<file path="src/rtl/regfile_wb_arbiter.sv">
// Two-requester round-robin writeback arbiter feeding a single register-file write port.
// Optional build macro WB_ZERO_REG_DROP_EN: accepted writes to register 0 never raise wr_en.
module regfile_wb_arbiter (
    input  logic        clk,
    input  logic        rst,
    input  logic        v0,
    input  logic [4:0]  a0,
    input  logic [31:0] d0,
    output logic        rdy0,
    input  logic        v1,
    input  logic [4:0]  a1,
    input  logic [31:0] d1,
    output logic        rdy1,
    input  logic        hold,
    output logic        wr_en,
    output logic [4:0]  wr_addr,
    output logic [31:0] wr_data,
    output logic        wr_sel,
    output logic [7:0]  conflict_cnt
);

    logic        last;
    logic        xfer;
    logic        sel;
    logic [4:0]  sel_addr;
    logic [31:0] sel_data;
    logic        contention;
    logic        write_ok;

    // last names the most recent winner, so a tie goes to the other requester
    always_comb begin
        rdy0 = !rst && !hold && v0 && (!v1 || last);
        rdy1 = !rst && !hold && v1 && (!v0 || !last);
    end

    assign xfer       = rdy0 || rdy1;
    assign sel        = rdy1;
    assign sel_addr   = sel ? a1 : a0;
    assign sel_data   = sel ? d1 : d0;
    assign contention = (v0 && v1) || (hold && (v0 || v1));

`ifdef WB_ZERO_REG_DROP_EN
    assign write_ok = (sel_addr != 5'd0);
`else
    assign write_ok = 1'b1;
`endif

    always_ff @(posedge clk) begin
        if (rst) begin
            last    <= 1'b1;
            wr_en   <= 1'b0;
            wr_addr <= '0;
            wr_data <= '0;
            wr_sel  <= 1'b0;
        end else if (xfer) begin
            last    <= sel;
            wr_en   <= write_ok;
            wr_addr <= sel_addr;
            wr_data <= sel_data;
            wr_sel  <= sel;
        end else begin
            wr_en   <= 1'b0;
        end
    end

    always_ff @(posedge clk) begin
        if (rst)
            conflict_cnt <= '0;
        else if (contention && (conflict_cnt != 8'hFF))
            conflict_cnt <= conflict_cnt + 8'd1;
    end

endmodule
</file>
<file path="config.mk">
export PLATFORM = sky130hd
export DESIGN_NAME = regfile_wb_arbiter
export DESIGN_NICKNAME = d
export VERILOG_FILES = /design/src/rtl/regfile_wb_arbiter.sv
export SDC_FILE = /design/constraint.sdc
export NUM_CORES = 1
export LEC_CHECK = 0
export CORE_MARGIN = 2
export CORE_UTILIZATION = 38
export DETAILED_ROUTE_END_ITERATION = 8
export PLACE_DENSITY = 0.83
export SLEW_MARGIN = 0
export SYNTH_ARGS = -nofsm -noshare
export SYNTH_HDL_FRONTEND = slang
export SYNTH_SLANG_ARGS = --single-unit
export TNS_END_PERCENT = 20
</file>
<file path="constraint.sdc">
create_clock -name clk -period 1.61 [get_ports clk]
set_clock_uncertainty 0.2 [all_clocks]
set_input_delay 0.4025 -clock clk [delete_from_list [all_inputs] [get_ports clk]]
set_output_delay 0.4025 -clock clk [all_outputs]
set_load 0.02 [all_outputs]
</file>
== Yosys cells after proc, flatten, opt, wreduce, memory -nomap -nowiden ==
Index checks and enable logic that the tools add are counted.

* Add/subtract/negate cells: 1
* Equal/unequal tests: 1
* Mux-type cells: 3
* Reduce and logical (&&, ||, !) cells: 18

{| class="wikitable"
|+ Operators with widths
! cell !! count
|-
| $mux W32 || 1
|-
| $add A8 B1 Y8 const B || 1
|-
| $logic_and A1 B1 Y1 || 8
|-
| $ne A8 B8 Y1 const B || 1
|-
| $logic_not A1 Y1 || 5
|-
| $logic_or A1 B1 Y1 || 5
|-
| $mux W5 || 1
|-
| $mux W1 || 1
|}

* Bits in registers: 48
* Input port bits: 79
* Output and inout bits: 49
* Logic and storage cells: 29

== Depth between registers and ports, before layout ==
* Depth after elaboration: 6
* Gate-level depth with buffers: 6
* Gate-level depth less buffers: 5

== Worst setup path after synthesis ==
No wires, ideal clock.

* Path kind: input-to-output
* Start: input rst
* End: output rdy1
* Arrival: 1.042 ns
* Data required time: 1.007 ns
* Slack: -0.034 ns
* Stages on the path: 5
* Path buffers: 2
* Path through: nor2_2 > nand3_2 > buf_6 > buf_6 > inv_2

* Longest elaborated chain between the ends: 4

{| class="wikitable"
|+ Ends and longest elaborated chain
! element !! line !! RTL
|-
| from (decl) || 5 || <nowiki>input logic rst,</nowiki>
|-
| $logic_not A1 Y1 || 33 || <nowiki>rdy1 = !rst && !hold && v1 && (!v0 || !last);</nowiki>
|-
| $logic_and A1 B1 Y1 (3 in a row) || 33 ||
|-
| to (decl) || 13 || <nowiki>output logic rdy1,</nowiki>
|}

No other way between the ends.

== Worst setup path in the final report ==
* Start: register last
* End: output rdy0

* Longest elaborated chain between the ends: 2

{| class="wikitable"
|+ Ends and longest elaborated chain
! element !! line !! RTL
|-
| from (decl) || 22 || <nowiki>logic last;</nowiki>
|-
| from (signal assigned) || 56 || <nowiki>last <= sel;</nowiki>
|-
| $logic_or A1 B1 Y1 || 32 || <nowiki>rdy0 = !rst && !hold && v0 && (!v1 || last);</nowiki>
|-
| $logic_and A1 B1 Y1 || 32 ||
|-
| to (decl) || 9 || <nowiki>output logic rdy0,</nowiki>
|}

No other way between the ends.

==> flow_summary.json <==
{
  "die_height_um": 79.7,
  "placed_cell_area_um2": 3600,
  "core_area_um2": 5510,
  "setup_slack_ns": -0.0200,
  "grt_pass1_wl_um": 9070,
  "maxCapViolCount": 0,
  "antenna_found_initial": 0,
  "ant_nets": 0,
  "fin_area_um2": 3710,
  "p_leak_nw": 1.74,
  "synthFlopType": "dfxtp_1",
  "drive_gt1_frac": 0.135,
  "cts_tree": "built",
  "h-tree-depth": 2,
  "cp-end-kind": "primary output",
  "first_iter_violations": 47,
  "place.gp.congestion": 0.775,
  "crit_fanout": 3,
  "combPwrFrac": 0.246,
  "final-setup-viol-count": 1,
  "clockBufferDepth": 2,
  "synth_cell_types": 27,
  "wl_per_cell_um": 13.2,
  "syn_to_final_growth_pct": 70.1,
  "cp-start-kind": "flip-flop",
  "grt_overflow": 0,
  "synth_edf_count": 0,
  "ir_worst_vdd_mv": 0.347,
  "sw_frac_of_total": 0.262,
  "io_pins": 128,
  "routed-via-count": 2121,
  "fin_crit_sh": 1.01,
  "nNetsFinal": 436,
  "synth_common_cells": "dfxtp_1 (48), mux2i_1 (40), nand3b_1 (38)",
  "intPower_mw": 1.92,
  "p_seq_frac": 0.503,
  "initial_core_util": 0.396,
  "p_per_area_nw_per_um2": 703,
  "ys_ff_latch": 48,
  "switching_power_mw": 0.683,
  "syn_area_per_cell_um2": 9.86,
  "dieArea_um2": 6350,
  "arrival_ns": 1.03,
  "synth_largest_area_cell": "dfxtp_1",
  "synthArstFlopShare": 0,
  "crit_type": "reg2out",
  "port_buffers": 127,
  "final_hold_viol_count": 0,
  "finalSetupTns_ns": -0.0200,
  "r2r_start": "last",
  "syn-num-nets": 301,
  "cts_made_buffers": 5,
  "synth_area_um2": 2180,
  "grt_pass1_vias": 2064,
  "hp-start": "wr_data[0]",
  "worst_pin_slew_ns": 0.381,
  "whs_path_depth": 2,
  "clock_latency_ns": 0.28,
  "cts_sinks": 48,
  "hold_class": "reg2reg",
  "drc": 0,
  "power.share.clock": 0.251,
  "yosysSeqAreaShare": 0.441,
  "synth.most_common_cell": "dfxtp_1",
  "yosys.area.top_type_share": 0.441,
  "grt_max_degree": 48,
  "synthCells": 221,
  "die_w_um": 79.7,
  "grt_usage": 0.180,
  "fin_crit_ns": 1.63,
  "regToRegSetupSlack_ns": 0.05,
  "clk_pin_slew_ns": 0.08,
  "ys_top_cells_by_area": "dfxtp_1 (44%), mux2i_1 (18%), nand3b_1 (13%)",
  "rsz0062_at_grt": "true",
  "fmax_mhz": 614,
  "rr_worst_depth": 6,
  "viasPerCell": 4.96,
  "cts-root-buf": "clkbuf_8",
  "dp.final_hpwl_um": 4170,
  "rr_endpoint": "last",
  "diodes": 0,
  "routed_wl_um": 5640,
  "ys_warn_count": 0,
  "finalMaxSlewViolations": 0,
  "firstDrtPassIters": 4,
  "whs_endpoint": "wr_data[0]",
  "rows": 27,
  "max_slew_margin": 0.746,
  "outcome": "finished, violations left",
  "required_ns": 1.01,
  "violations": "negative setup slack"
}
final cells by class:
| type | instances | area, um^2 |
|---|---|---|
| clock buffers | 6 | 72.6 |
| clock inverters | 1 | 5.00 |
| fillers | 451 | 1800 |
| inverters | 3 | 13.8 |
| multi-input cells | 153 | 1170 |
| flip-flops and latches | 48 | 965 |
| well taps | 72 | 90.1 |
| repair buffers | 145 | 1390 |
what timing repair did:
action                                  CTS  global route
pin swaps                                 3             6
hold buffers                              0             0
buffers inserted                          2             1
endpoints found under the setup margin   96            59
resized for setup                        82            41
cell usage in the layout (no fill, tap or decap), drive strengths merged, types with 3 or more instances in the layout:
cell type / instances
and3: 4
buf: 22
clkbuf: 12
clkdlybuf4s15: 27
clkdlybuf4s50: 74
dfxtp: 48
dlygate4sd2: 16
inv: 3
mux2i: 40
nand3: 5
nand3b: 38
nor2: 8
o21ai: 40
xor2: 4
per-layer routing:
metal / up-vias / GRT usage / share of wire
met5: - / 0 / 0
met3: 5 / 0.0577 / 0.098
met1: 962 / 0.197 / 0.39
met2: 92 / 0.328 / 0.50
li1: 1062 / - / -
met4: 0 / 0.0552 / 0.0078
state kept, by name, summed over array words and instances, names as in the netlist:
name	flops
wr_sel	1
last	1
wr_en	1
wr_addr	5
wr_data	32
conflict_cnt	8
how the worst max path moves through the flow:
| stage | start | end | slack [ns] | cells after the start |
|---|---|---|---|---|
| final | last | rdy0 | -0.02 | 4 |
| after global routing | last | rdy0 | -0.07 | 4 |
| after CTS | hold | rdy1 | -0.05 | 5 |
| after detailed placement | rst | rdy1 | -0.93 | 5 |
| after global placement | rst | rdy0 | -0.91 | 5 |
| after floorplan | rst | rdy1 | -0.01 | 5 |
critical path, stage by stage (launching register included):
cell and delay (ns):
dfxtp_2 0.36, nand2b_4 0.14, nand3_4 0.08, inv_2 0.06, buf_6 0.11
power by group through the flow:
stage          logic, mW  clock network (mW)  registers (mW)
2_1_floorplan      0.178                   0            1.43
3_3_place_gp       0.668                   0            1.33
3_5_place_dp       0.678                   0            1.34
4_1_cts            0.634               0.689            1.31
5_1_grt            0.690               0.744            1.32
6_report           0.640               0.655            1.31
through the flow:
step | power [mW] | hold slack (ns) | utilization | worst slack (ns) | std cells
after floorplan | 1.61 | 0.249 | - | -0.0122 | 221
after global placement | 2.00 | 0.264 | 0.654 | -0.909 | 418
after detailed placement | 2.02 | 0.266 | 0.654 | -0.931 | 418
after CTS | 2.63 | 0.279 | 0.665 | -0.0542 | 427
after global routing | 2.76 | 0.303 | 0.673 | -0.0680 | 428
final | 2.60 | 0.278 | 0.673 | -0.0200 | 428
cells by family (layout without fill, tap and decap cells):
group | count (synthesis) | after routing | share of synthesized area
simple gates | 62 | 62 | 0.190
flops | 48 | 48 | 0.441
compound gates | 45 | 45 | 0.110
buf+inv | 20 | 155 | 0.0482
xor+xnor | 4 | 4 | 0.0161
fa+ha+maj | 2 | 2 | 0.0109
mux | 40 | 40 | 0.184
Note: power is estimated with default switching activity, not from simulation.
